$ cat config.mk
export PLATFORM = sky130hd
export DESIGN_NAME = flag_register
export DESIGN_NICKNAME = d
export VERILOG_FILES = /design/src/rtl/flag_register_pkg.sv /design/src/rtl/flag_register_stack.sv /design/src/rtl/flag_register.sv
export SDC_FILE = /design/constraint.sdc
export NUM_CORES = 1
export LEC_CHECK = 0
export ABC_AREA = 0
export CORE_ASPECT_RATIO = 1.1
export CORE_UTILIZATION = 31
export CTS_CLUSTER_DIAMETER = 200
export CTS_CLUSTER_SIZE = 16
export DETAILED_ROUTE_END_ITERATION = 10
export PLACE_DENSITY = 0.68
export SYNTH_ARGS = -nofsm -noshare
export SYNTH_HDL_FRONTEND = slang
export SYNTH_SLANG_ARGS = --single-unit
$ cat constraint.sdc
create_clock -name clk -period 1.5 [get_ports clk]
set_input_delay 0.15 -clock clk [delete_from_list [all_inputs] [get_ports clk]]
set_output_delay 0.15 -clock clk [all_outputs]
set_load 0.01 [all_outputs]
$ cat src/rtl/flag_register_pkg.sv
`default_nettype none
// +--------------------------------------------------------------------------+
// | Module      : flag_register_pkg                                          |
// | Description : Shared NZCV flag definitions: bit indices, the 4-bit flag  |
// |               vector type, condition-code encodings and a condition      |
// |               evaluation helper used by the condition evaluator.         |
// | Revision    : 1.0 - initial release                                      |
// +--------------------------------------------------------------------------+
package flag_register_pkg;

    // Bit positions inside the flag vector
    localparam int FLAG_N = 3;
    localparam int FLAG_Z = 2;
    localparam int FLAG_C = 1;
    localparam int FLAG_V = 0;

    typedef logic [3:0] flags_t;

    // Condition codes consumed by the downstream condition evaluator
    typedef enum logic [3:0] {
        COND_EQ = 4'h0,
        COND_NE = 4'h1,
        COND_CS = 4'h2,
        COND_CC = 4'h3,
        COND_MI = 4'h4,
        COND_PL = 4'h5,
        COND_VS = 4'h6,
        COND_VC = 4'h7,
        COND_HI = 4'h8,
        COND_LS = 4'h9,
        COND_GE = 4'hA,
        COND_LT = 4'hB,
        COND_GT = 4'hC,
        COND_LE = 4'hD,
        COND_AL = 4'hE,
        COND_NV = 4'hF
    } cond_t;

    function automatic logic cond_holds(input cond_t cond, input flags_t f);
        logic n;
        logic z;
        logic c;
        logic v;
        logic r;
        n = f[FLAG_N];
        z = f[FLAG_Z];
        c = f[FLAG_C];
        v = f[FLAG_V];
        case (cond)
            COND_EQ: r = z;
            COND_NE: r = ~z;
            COND_CS: r = c;
            COND_CC: r = ~c;
            COND_MI: r = n;
            COND_PL: r = ~n;
            COND_VS: r = v;
            COND_VC: r = ~v;
            COND_HI: r = c & ~z;
            COND_LS: r = ~c | z;
            COND_GE: r = (n == v);
            COND_LT: r = (n != v);
            COND_GT: r = ~z & (n == v);
            COND_LE: r = z | (n != v);
            COND_AL: r = 1'b1;
            default: r = 1'b0;
        endcase
        return r;
    endfunction

endpackage : flag_register_pkg
`default_nettype wire

$ cat src/rtl/flag_register_stack.sv
`default_nettype none
// +--------------------------------------------------------------------------+
// | Module      : flag_stack                                                 |
// | Description : Parameterised LIFO of flag vectors for interrupt           |
// |               save/restore, with sticky misuse error.                    |
// | Ports       : clk, rst (async, active-high)                              |
// |               push_i / pop_i      - save / restore requests              |
// |               err_clr_i           - clear the sticky error               |
// |               push_data_i         - flags to save                        |
// |               pop_data_o          - entry at the top of the stack        |
// |               pop_ok_o            - a legal pop happens this cycle       |
// |               empty_o / full_o    - occupancy, derived from registers    |
// |               err_o               - sticky misuse error                  |
// | Revision    : 1.0 - initial release                                      |
// +--------------------------------------------------------------------------+
module flag_stack
    import flag_register_pkg::*;
#(
    parameter int DEPTH = 2
) (
    input  logic   clk,
    input  logic   rst,
    input  logic   push_i,
    input  logic   pop_i,
    input  logic   err_clr_i,
    input  flags_t push_data_i,
    output flags_t pop_data_o,
    output logic   pop_ok_o,
    output logic   empty_o,
    output logic   full_o,
    output logic   err_o
);

    localparam int CNT_W = $clog2(DEPTH + 1);

    logic [CNT_W-1:0] count_q;
    logic [CNT_W-1:0] count_d;
    logic             err_q;
    logic             err_d;
    logic             push_ok;
    logic             pop_ok;
    logic             misuse;
    flags_t           mem_q [DEPTH];

    assign empty_o = (count_q == '0);
    assign full_o  = (count_q == CNT_W'(DEPTH));

    // A simultaneous push and pop is treated as misuse and does nothing
    assign push_ok = push_i & ~pop_i & ~full_o;
    assign pop_ok  = pop_i & ~push_i & ~empty_o;
    assign misuse  = (push_i & pop_i)
                   | (push_i & ~pop_i & full_o)
                   | (pop_i & ~push_i & empty_o);

    always_comb begin
        count_d = count_q;
        if (push_ok) begin
            count_d = count_q + CNT_W'(1);
        end else if (pop_ok) begin
            count_d = count_q - CNT_W'(1);
        end
    end

    // A new error in the same cycle as a clear keeps the error set
    always_comb begin
        err_d = err_q;
        if (misuse) begin
            err_d = 1'b1;
        end else if (err_clr_i) begin
            err_d = 1'b0;
        end
    end

    always_ff @(posedge clk or posedge rst) begin
        if (rst) begin
            count_q <= '0;
            err_q   <= 1'b0;
        end else begin
            count_q <= count_d;
            err_q   <= err_d;
        end
    end

    // Storage is not reset; only the occupancy count is
    for (genvar i = 0; i < DEPTH; i++) begin : g_entry
        always_ff @(posedge clk) begin
            if (push_ok && (count_q == CNT_W'(i))) begin
                mem_q[i] <= push_data_i;
            end
        end
    end

    // Top-of-stack read: entry count-1
    always_comb begin
        pop_data_o = mem_q[0];
        for (int i = 0; i < DEPTH; i++) begin
            if (count_q == CNT_W'(i + 1)) begin
                pop_data_o = mem_q[i];
            end
        end
    end

    assign pop_ok_o = pop_ok;
    assign err_o    = err_q;

endmodule : flag_stack
`default_nettype wire

$ cat src/rtl/flag_register.sv
`default_nettype none
// +--------------------------------------------------------------------------+
// | Module      : flag_register                                              |
// | Description : Architectural NZCV status register with same-cycle bypass  |
// |               and an interrupt save/restore stack.                       |
// | Ports       : clk, rst (async, active-high)                              |
// |               in_valid, set_flags, cond_pass, flush - update qualifiers  |
// |               alu_result/alu_carry/alu_overflow     - ALU outcome        |
// |               update_cv   - write C/V (arithmetic) or keep them          |
// |               save/restore/err_clr - stack control                       |
// |               flags        - registered NZCV                             |
// |               flags_bypass - next-state NZCV (combinational)             |
// |               stack_empty/stack_full/err - stack status                  |
// | Revision    : 1.0 - initial release                                      |
// +--------------------------------------------------------------------------+
module flag_register
    import flag_register_pkg::*;
#(
    parameter int WIDTH        = 16,
    parameter int SHADOW_DEPTH = 2
) (
    input  logic             clk,
    input  logic             rst,
    input  logic             in_valid,
    input  logic             set_flags,
    input  logic             cond_pass,
    input  logic             flush,
    input  logic [WIDTH-1:0] alu_result,
    input  logic             alu_carry,
    input  logic             alu_overflow,
    input  logic             update_cv,
    input  logic             save,
    input  logic             restore,
    input  logic             err_clr,
    output logic [3:0]       flags,
    output logic [3:0]       flags_bypass,
    output logic             stack_empty,
    output logic             stack_full,
    output logic             err
);

    flags_t flags_q;
    flags_t flags_d;
    flags_t pop_data;
    logic   pop_ok;
    logic   upd;

    assign upd = in_valid & set_flags & cond_pass & ~flush;

    flag_stack #(
        .DEPTH (SHADOW_DEPTH)
    ) u_stack (
        .clk         (clk),
        .rst         (rst),
        .push_i      (save),
        .pop_i       (restore),
        .err_clr_i   (err_clr),
        .push_data_i (flags_q),
        .pop_data_o  (pop_data),
        .pop_ok_o    (pop_ok),
        .empty_o     (stack_empty),
        .full_o      (stack_full),
        .err_o       (err)
    );

    // A successful restore overrides any concurrent flag update
    always_comb begin
        flags_d = flags_q;
        if (pop_ok) begin
            flags_d = pop_data;
        end else if (upd) begin
            flags_d[FLAG_N] = alu_result[WIDTH-1];
            flags_d[FLAG_Z] = (alu_result == '0);
            if (update_cv) begin
                flags_d[FLAG_C] = alu_carry;
                flags_d[FLAG_V] = alu_overflow;
            end
        end
    end

    always_ff @(posedge clk or posedge rst) begin
        if (rst) begin
            flags_q <= 4'b0000;
        end else begin
            flags_q <= flags_d;
        end
    end

    assign flags        = flags_q;
    assign flags_bypass = flags_d;

endmodule : flag_register
`default_nettype wire

# ---- After elaboration in Yosys (flattened, before gate mapping)
# Memory sizes are Yosys's and may differ from the RTL's.
# Cells that the tools add are included.
# W data, S select, Z words.
dict set report word_totals {
  memories 1
  word_cells 47
  register_bits 7
  inputBits 28
  ramBits 8
}
dict set report classes {
  n_mux 15
  n_reduce_logical 7
  n_addsub 2
  n_eq_ne 2
  bitwise_logic 17
}
# memory depth word_bits read_ports rd_ports_with_merged_regs write_ports line
set mem_list {}
lappend mem_list {u_stack.mem_q 2 4 2 0 1 flag_register_stack.sv:43} ;# flags_t mem_q [DEPTH];
# op n
set op_table {}
lappend op_table {{$logic_not A16 Y1} 1}
lappend op_table {{$mux W4} 4}
lappend op_table {{$and A1 B1 Y1} 10}
lappend op_table {{$mux W1} 8}
lappend op_table {{$mux W2} 3}
lappend op_table {{$not A1 Y1} 5}
lappend op_table {{$reduce_bool A2 Y1} 2}
lappend op_table {{$reduce_or A4 Y1} 1}
lappend op_table {{$add A2 B1 Y2 const B} 1}
lappend op_table {{$eq A2 B1 Y1 const B} 1}
lappend op_table {{$eq A2 B2 Y1 const B} 1}
lappend op_table {{$logic_and A1 B1 Y1} 2}
lappend op_table {{$logic_not A2 Y1} 1}
lappend op_table {{$or A1 B1 Y1} 2}
lappend op_table {{$sub A2 B1 Y2 const B} 1}

# ---- Depth between registers and ports, before layout
# Gate-level depths: netlist of the first run.
dict set report depth {
  depth_word 8
  ltp_mapped 6
  depth_no_buf 6
}

# ---- Modules after synthesis
# A second synthesis of the first run with hierarchy kept.
dict set report hier_totals {
  cells_unflattened 68
  hier_area_um2 812.0
}
# module instances cells_per_inst area_per_inst_um2
set by_module_without_submodules {}
lappend by_module_without_submodules {flag_stack 1 40 550.5}
lappend by_module_without_submodules {flag_register 1 28 261.5}

# ---- Least setup slack after synthesis of the first run
# No wires, ideal clock.
dict set report synth_path {
  path_kind {reg-to-reg}
  start {register u_stack.count_q[0]}
  end {register flags_q[2] (netlist: flags[2])}
  path_slack_ps -46
  arrival_ps 1378
  setup_ps 168
  required_ps 1332
  path_stages_with_launch 7
  path_buffers 0
  synth_period_minus_slack_ps 1546
  cell_sequence {dfrtp_1 -> inv_1 -> ha_1 -> nor2_1 -> nand2_1 -> a211oi_1 -> a31oi_1}
}
dict set report synth_between {
  elab_chain_cells 4
}
# element line
set synth_rtl {}
lappend synth_rtl {{start: declaration} flag_register_stack.sv:36} ;# logic [CNT_W-1:0] count_q;
lappend synth_rtl {{start signal: assignment} flag_register_stack.sv:79} ;# count_q <= count_d;
lappend synth_rtl {{$logic_not A2 Y1} flag_register_stack.sv:45} ;# assign empty_o = (count_q == '0);
lappend synth_rtl {{named net stack_empty} flag_register.sv:37} ;# output logic stack_empty,
lappend synth_rtl {{$not A1 Y1} flag_register_stack.sv:50} ;# assign pop_ok = pop_i & ~push_i & ~empty_o;
lappend synth_rtl {{$and A1 B1 Y1} flag_register_stack.sv:50}
lappend synth_rtl {{$mux W4} flag_register.sv:69} ;# if (pop_ok) begin
lappend synth_rtl {{named net flags_bypass[2]} flag_register.sv:36} ;# output logic [3:0] flags_bypass,
lappend synth_rtl {{end signal: assignment} flag_register.sv:85} ;# flags_q <= flags_d;
lappend synth_rtl {{end: declaration} flag_register.sv:42} ;# flags_t flags_q;
# The timed path passes the listed nets, and every way through them passes these cells.
# A chain may end at the register's enable or synchronous reset.

# ---- Final worst setup path of the first run
dict set report layout_path {
  start {register u_stack.count_q[1]}
  end {output port flags_bypass[2]}
}
dict set report layout_between {
  elab_chain_cells 4
}
# element line
set layout_rtl {}
lappend layout_rtl {{$logic_not A2 Y1} flag_register_stack.sv:45}
lappend layout_rtl {{$not A1 Y1} flag_register_stack.sv:50}
lappend layout_rtl {{$and A1 B1 Y1} flag_register_stack.sv:50}
lappend layout_rtl {{$mux W4 (*)} flag_register.sv:69}
lappend layout_rtl {{end: declaration} flag_register.sv:36}
# Mark *: on every way between the ends. The rest lies on a longest branch, timed or not.

==> parameters.txt, run 1 <==
Parameter                              Value

Floorplanning
  Core Box Area ... 2270 um2
  Core Rows ... 18
  Overall die area ... 2630 um2
  Die Y ... 53.7 um
  Starting density of the core ... 0.331
  Horizontal die dimension ... 49 um
  Number of placed I/O pins ... 39

Critical path
  Kind of end point of the critical path ... output pin
  Start-to-end type of the worst setup path ... flip-flop to output pin
  Crit path DAT ... 1600 ps
  R2R Setup Slk ... -210 ps
  Highest net fanout along the worst path ... 6
  Required time worst endpoint ... 1350 ps
  Startpoint types ... flip-flop

Routing
  Routed length per placed instance ... 13.4 um
  Number of nets still failing antenna checks after routing ... 0
  Overall routed net length ... 2.18 mm
  Count of TritonRoute iterations in the first routing pass ... 4
  Total number of vias ... 744
  Post-detailed-route via-to-cell ratio ... 4.56
  Number of remaining DRC errors ... 0
  First DRT Iteration DRCs ... 3

Flow run
  Max cap viols ... 0

Finish
  Inserted Diodes ... 0
  Final core utilization ... 0.665
  Layout-stage area growth over the synthesis result ... 101%
  Number of nets at the end of the flow ... 165
  Share of post-route cells with drive strength above 1 ... 0.466

Global route
  First-pass GRT wire length ... 3.32 mm
  Maximum number of pins on one net before global-route repair ... 10
  Vias in the first global route ... 744
  Number of antenna violations at the first check in global routing ... 0
  Overall overflow remaining after global route ... 0
  GRT Util Overall ... 0.172

Placement
  Detail Placement HPWL ... 1.48 mm
  Total of buffers placed on input and output ports ... 38
  Final weighted congestion of routability-driven global placement ... 0.809

Clocking
  Clock buffer depth ... 2
  Sinks on Clock Net ... 15
  Clock latency on the worst-skew pair ... 280 ps
  Clock tree from TritonCTS ... yes
  Number of buffers inserted during clock tree synthesis ... 3
  Clock transition at path regs ... 90 ps
  Total number of H-tree levels ... 1
  Count of hold buffers inserted by post-cts repair ... 0
  Root Driver ... clkbuf_4

Power and ir drop
  Standby leakage power ... 0.642 nW
  Power per standard cell area ... 1520 nW/um2
  Maximum vdd ir drop ... 0.00106 V
  Overall power ... 0.00229 W

Logic synthesis
  Post-synthesis area per instance ... 11.1 um2
  Share of the yosys chip area belonging to registers ... 0.551
  Gate Count Post-Synth ... 68
  Yosys warning total ... 0
  Netlist area before placement ... 753 um2
  Yosys cell types ... 24
  Post-Synthesis Net Count ... 99
  Flip-flop and latch count after synthesis ... 15

STA
  Worst slew margin ... 0.786
  Final count of negative-setup-slack endpoints ... 12
  Final Max Slew Viols ... 0
  Fmax achieved ... 0.572 GHz
  Worst Skew ... 6.57 ps
  Post-layout min period ... 1750 ps
  Min setup slack post-route ... -249 ps
  Fin. Hold Viols ... 0
  Setup TNS ... -1880 ps
  Post-route fraction of the period consumed by the critical path ... 1.17
  Setup repair after global routing missed its margin ... yes
  Tightest Pin Transition ... 321 ps

Min path
  Worst hold path class ... input pin to asynchronous set/reset pin

Outcome
  Failing checks ... negative setup slack
  Run status ... complete, but fails checks
## Yosys cell counts
library cell / count / share of area
a211oi_1: 4 / 0.040
a21oi_1: 7 / 0.047
a221oi_1: 1 / 0.012
a31oi_1: 1 / 0.0083
and2_1: 1 / 0.0083
clkbuf_1: 2 / 0.010
dfrtp_1: 7 / 0.23
edfxtp_1: 8 / 0.32
ha_1: 3 / 0.050
inv_1: 8 / 0.040
mux2i_1: 3 / 0.040
nand2_1: 4 / 0.020
nand2b_1: 1 / 0.0083
nand4b_1: 1 / 0.012
nor2_1: 2 / 0.010
nor2b_1: 4 / 0.033
nor3_1: 2 / 0.013
nor4_1: 2 / 0.017
nor4_2: 2 / 0.033
o22a_1: 1 / 0.012
o22ai_1: 1 / 0.0083
or2_2: 1 / 0.0083
or3_1: 1 / 0.0083
xnor2_1: 1 / 0.012
## placed cells by master (no fill, tap or decap), types with 4 or more instances in the layout
cell and instances:
clkdlybuf4s50_1 23, buf_4 20, dlygate4sd2_1 9, edfxtp_1 8, dfrtp_1 7, inv_1 6
buf_2 5, buf_6 5, a21oi_2 4
## flip-flops by register name, summed over array words and instances, names as in the netlist
signal	cells
u_stack.mem_q	8
flags	4
u_stack.count_q	2
u_stack.err_o	1
## per-layer routing
metal | global-route usage | part of all wire
met4 | 0.0343 | 0
met2 | 0.350 | 0.54
met1 | 0.192 | 0.44
met3 | 0.0254 | 0.020
met5 | 0 | 0
## worst max-delay path, stage by stage, from the launching register on
cell and delay [ps]:
dfrtp_1 410, buf_6 130, ha_4 170, buf_6 140, nor2b_4 120, a211oi_4 60
a31oi_4 140, buf_2 150
## stage by stage
step / instances / instance area (um2) / setup WS [ps] / hold WS [ps]
floorplan: 68 / 761 / 3.45 / -46.6
CTS: 160 / 1460 / -240 / 113
detailed placement: 146 / 1260 / -680 / 418
global placement: 146 / 1260 / -650 / 419
global route: 163 / 1510 / -321 / 149
finish: 163 / 1510 / -249 / 108
## cell families after synthesis
group / count (synthesis) / share of synthesized area
DFF: 15 / 0.551
AOI/OAI and AO/OA: 15 / 0.126
buffers and inverters: 10 / 0.0498
muxes: 3 / 0.0399
and+or+nand+nor: 21 / 0.171
xor gates and xnor gates: 1 / 0.0116
adders and majority gates: 3 / 0.0498
## cell type report
class,instances,area (um2)
clock inverters,1,5.00
multi-input cells,43,457
inverters,8,30.0
fillers,175,762
well taps,30,37.5
flip-flops and latches,15,415
repair buffers,63,546
clock buffers,3,22.5
## final timing paths
kind / from / end / cells past startpoint
hold / removal: rst / flags[3] / 2
setup reg to reg: u_stack.count_q[1] / u_stack.mem_q[0][1] / 7
min in group clk: alu_result[10] / flags[2] / 5
max in group asynchronous: rst / u_stack.err_o / 2
hold reg to reg: flags[3] / u_stack.mem_q[0][7] / 0
setup / recovery: u_stack.count_q[1] / flags_bypass[2] / 7
## where the power goes
| group | leakage, nW | switching, W | total [W] | internal [W] |
|---|---|---|---|---|
| Sequential | 0.152 | 0.0000858 | 0.000674 | 0.000589 |
| Clock | 0.0177 | 0.000127 | 0.000226 | 0.0000987 |
| Combinational | 0.472 | 0.000620 | 0.00139 | 0.000774 |
| Total | 0.642 | 0.000833 | 0.00229 | 0.00146 |
## what timing repair did
item | in CTS | in global routing
gates resized for setup | 60 | 11
pin swaps | 16 | 7
setup endpoints to repair | 17 | 15
buffers inserted | 10 | 5
cloned | 0 | 0
Power figures use the tool's default switching activity.
==> run 2, diff against run 1 <==
--- a/config.mk
+++ b/config.mk
@@ -5,13 +5,13 @@
 export SDC_FILE = /design/constraint.sdc
 export NUM_CORES = 1
 export LEC_CHECK = 0
-export ABC_AREA = 0
+export ABC_AREA = 1
 export CORE_ASPECT_RATIO = 1.1
 export CORE_UTILIZATION = 31
 export CTS_CLUSTER_DIAMETER = 200
 export CTS_CLUSTER_SIZE = 16
 export DETAILED_ROUTE_END_ITERATION = 10
-export PLACE_DENSITY = 0.68
+export PLACE_DENSITY = 0.67
 export SYNTH_ARGS = -nofsm -noshare
 export SYNTH_HDL_FRONTEND = slang
 export SYNTH_SLANG_ARGS = --single-unit
==> run 2 against run 1 <==
  * The flow still finishes with violations (negative setup slack)
  * Combinational power decreased by 8%
  * Clock skew rose by 1.9 ps
  * Design area decreased by 3.6%
  * Clock power barely moved
  * Critical path type unchanged
==> parameters.txt, run 2 <==
Parameter                              Value

STA
  Setup repair after global routing missed its margin ... yes
  Fmax achieved ... 0.560 GHz
  Min setup slack post-route ... -287 ps
  Final count of negative-setup-slack endpoints ... 12
  Worst slew margin ... 0.808
  Tightest Pin Transition ... 287 ps
  Worst Skew ... 8.48 ps
  Final Max Slew Viols ... 0
  Fin. Hold Viols ... 0
  Post-route fraction of the period consumed by the critical path ... 1.19
  Post-layout min period ... 1790 ps

Critical path
  Required time worst endpoint ... 1350 ps
  Depth of the worst register-to-register path ... 8
  End of the worst register-to-register path ... u_stack.mem_q[0][6]
  Startpoint types ... flip-flop
  R2r startpoint ... u_stack.count_q[1]
  Crit-path max cell delay ... 410 ps
  Highest net fanout along the worst path ... 6
  Crit path DAT ... 1640 ps
  Kind of end point of the critical path ... output pin
  Start-to-end type of the worst setup path ... flip-flop to output pin
  Cell-by-cell listing of the critical path ... inv_2, ha_2, nor3_4, buf_6, inv_2, nor2_1, a31oi_2, buf_2
  R2R Setup Slk ... -20 ps
  CP most frequent cell ... inv_2
  Library cell contributing the largest single delay on the critical path ... dfrtp_1

Logic synthesis
  Cells taking the most area after synthesis ... edfxtp_1 30%, dfrtp_1 22%, nand2_1 9.9%
  Flip-flop and latch count after synthesis ... 15
  Gate Count Post-Synth ... 91
  Leading cell types by count after synthesis ... 21 x nand2_1, 16 x nor2_1, 13 x inv_1, 8 x edfxtp_1, 7 x dfrtp_1
  Multiplexer share of the synthesized area ... 0
  Fraction of the mapped netlist area in simple logic gates ... 0.276
  Netlist area before placement ... 797 um2
  Ys flop type ... edfxtp_1
  Share of the yosys chip area belonging to registers ... 0.521
  Post-synthesis area per instance ... 8.76 um2
  Fraction of the mapped netlist area in adder cells ... 0.0471
  Post-synthesis share of cell area spent on xor and xnor gates ... 0.0204
  Yosys warning total ... 0
  Dominant combinational cell family by area after synthesis ... simple AND/OR/NAND/NOR gates
  Number of flops mapped to enable cells by yosys ... 8
  Compound-gate portion of the synthesized area ... 0.0644
  Yosys cell types ... 20
  Post-synth top area share ... 0.301
  Post-Synthesis Net Count ... 122
  Most frequent cell after synthesis ... nand2_1
  Post-synthesis cell type with the largest combined area ... edfxtp_1
  Async SR Flop Fraction ... 0.467

Routing
  Total number of vias ... 844
  Count of TritonRoute iterations in the first routing pass ... 2
  Routed length per placed instance ... 11.6 um
  Post-detailed-route via-to-cell ratio ... 4.56
  Overall routed net length ... 2.14 mm
  Number of nets still failing antenna checks after routing ... 0
  First DRT Iteration DRCs ... 10
  Number of remaining DRC errors ... 0

Finish
  Commonest non-fill, non-tap cells in the layout ... 32 x clkdlybuf4s50_1, 21 x nand2_1, 16 x buf_4
  Share of post-route cells with drive strength above 1 ... 0.271
  Post-route design area ... 1460 um2
  Max FFs per register ... 8
  Most common cell after layout, fill and taps aside ... clkdlybuf4s50_1
  Number of nets at the end of the flow ... 187
  Inserted Diodes ... 0
  Most flops, register ... u_stack.mem_q
  Layout-stage area growth over the synthesis result ... 82.9%
  Count of fill cells added during filler insertion ... 219
  Post-route non-filler standard cell count ... 185

Global route
  Overall overflow remaining after global route ... 0
  GRT Util Overall ... 0.171
  Vias in the first global route ... 842
  First-pass GRT wire length ... 3.39 mm
  Number of antenna violations at the first check in global routing ... 0
  Maximum number of pins on one net before global-route repair ... 11

Clocking
  Sinks on Clock Net ... 15
  Clock buffer depth ... 2
  Clock transition at path regs ... 90 ps
  Root Driver ... clkbuf_4
  Clock latency on the worst-skew pair ... 280 ps
  Total number of H-tree levels ... 1
  Number of buffers inserted during clock tree synthesis ... 3
  Clock tree from TritonCTS ... yes

Placement
  Total of buffers placed on input and output ports ... 38
  Worst slack, placed ... -517 ps
  Number of instances in the placed design ... 173
  Detail Placement HPWL ... 1.78 mm
  Final weighted congestion of routability-driven global placement ... 0.752
  Post-Place Cell Area ... 1330 um2

Floorplanning
  Overall die area ... 2780 um2
  Starting density of the core ... 0.340
  Horizontal die dimension ... 50.3 um
  Core Rows ... 18
  Number of placed I/O pins ... 39
  Core Box Area ... 2340 um2
  Die Y ... 55.2 um

Min path
  Worst hold path class ... input pin to asynchronous set/reset pin

Power and ir drop
  Maximum vdd ir drop ... 0.000688 V
  Standby leakage power ... 0.656 nW
  Power per standard cell area ... 1500 nW/um2

Outcome
  Failing checks ... negative setup slack
  Run status ... complete, but fails checks

Flow run
  Max cap viols ... 0
run 2: worst max path at each step:
stage	start	to	slack, ps	cells past startpoint
2_1_floorplan	u_stack.count_q[0]	u_stack.mem_q[0][0]	-50	5
3_3_place_gp	save	flags_bypass[3]	-470	5
3_5_place_dp	save	flags_bypass[3]	-520	5
4_1_cts	u_stack.count_q[1]	flags_bypass[3]	-280	8
5_1_grt	u_stack.count_q[0]	flags_bypass[3]	-400	8
6_report	u_stack.count_q[0]	flags_bypass[3]	-290	8
run 2: kinds of logic (layout without fill, tap and decap cells):
logic type	count (synthesis)	after routing
xor gates and xnor gates	1	1
buffers and inverters	15	79
DFF	15	15
AOI/OAI and AO/OA	9	9
and+or+nand+nor	48	48
adders and majority gates	3	3
run 2: metal layers:
layer | part of all wire | vias to the layer above | GRT usage
met4 | 0.026 | 0 | 0.106
met5 | 0 | - | 0
li1 | - | 422 | -
met3 | 0.047 | 4 | 0.0301
met2 | 0.56 | 33 | 0.358
met1 | 0.36 | 385 | 0.154
run 2: stage by stage:
stage / total power, W / hold WS, ps / util / TNS, ps
6_report: 0.00218 / 109 / 0.622 / -1070
5_1_grt: 0.00233 / 124 / 0.622 / -1850
4_1_cts: 0.00209 / 99.4 / 0.602 / -1290
3_5_place_dp: 0.00176 / 417 / 0.566 / -2540
3_3_place_gp: 0.00172 / 395 / 0.566 / -2320
2_1_floorplan: 0.00111 / -46.6 / - / -374
run 2: repair_timing:
action,in CTS,in global routing
buffers inserted,6,4
hold buffers,0,0
resized for setup,27,8
pin swaps,7,5
endpoints found under the setup margin,15,11
run 2: power by group:
part,switching [W],internal (W),leakage (nW)
combinational,0.000558,0.000726,0.489
sequential,0.0000890,0.000580,0.153
clock,0.000126,0.000101,0.0139
total,0.000772,0.00141,0.656
run 2: layout make-up:
cell class	count	area [um2]	share of cell area
Inverter	15	58.8	0.0403
Timing Repair Buffer	60	551	0.378
Sequential cell	15	415	0.285
Multi-Input combinational cell	61	365	0.251
Clock inverter	1	7.51	0.00515
Clock buffer	3	22.5	0.0155
Tap cell	30	37.5	0.0258
run 2: critical path, delay by kind of cell, from the launching register on:
family / cells / cell delay (ps)
and+or+nand+nor: 2 / 110
DFF: 1 / 410
adders and majority gates: 1 / 210
AOI/OAI and AO/OA: 1 / 170
buffers and inverters: 4 / 470
==> run 3, diff against run 2 <==
--- a/config.mk
+++ b/config.mk
@@ -8,6 +8,7 @@
 export ABC_AREA = 1
 export CORE_ASPECT_RATIO = 1.1
 export CORE_UTILIZATION = 31
+export CTS_BUF_LIST = sky130_fd_sc_hd__clkbuf_4 sky130_fd_sc_hd__clkbuf_8
 export CTS_CLUSTER_DIAMETER = 200
 export CTS_CLUSTER_SIZE = 16
 export DETAILED_ROUTE_END_ITERATION = 10
==> results of run 3 <==
Final layout, timing and power as in run 2 (identical DEF).
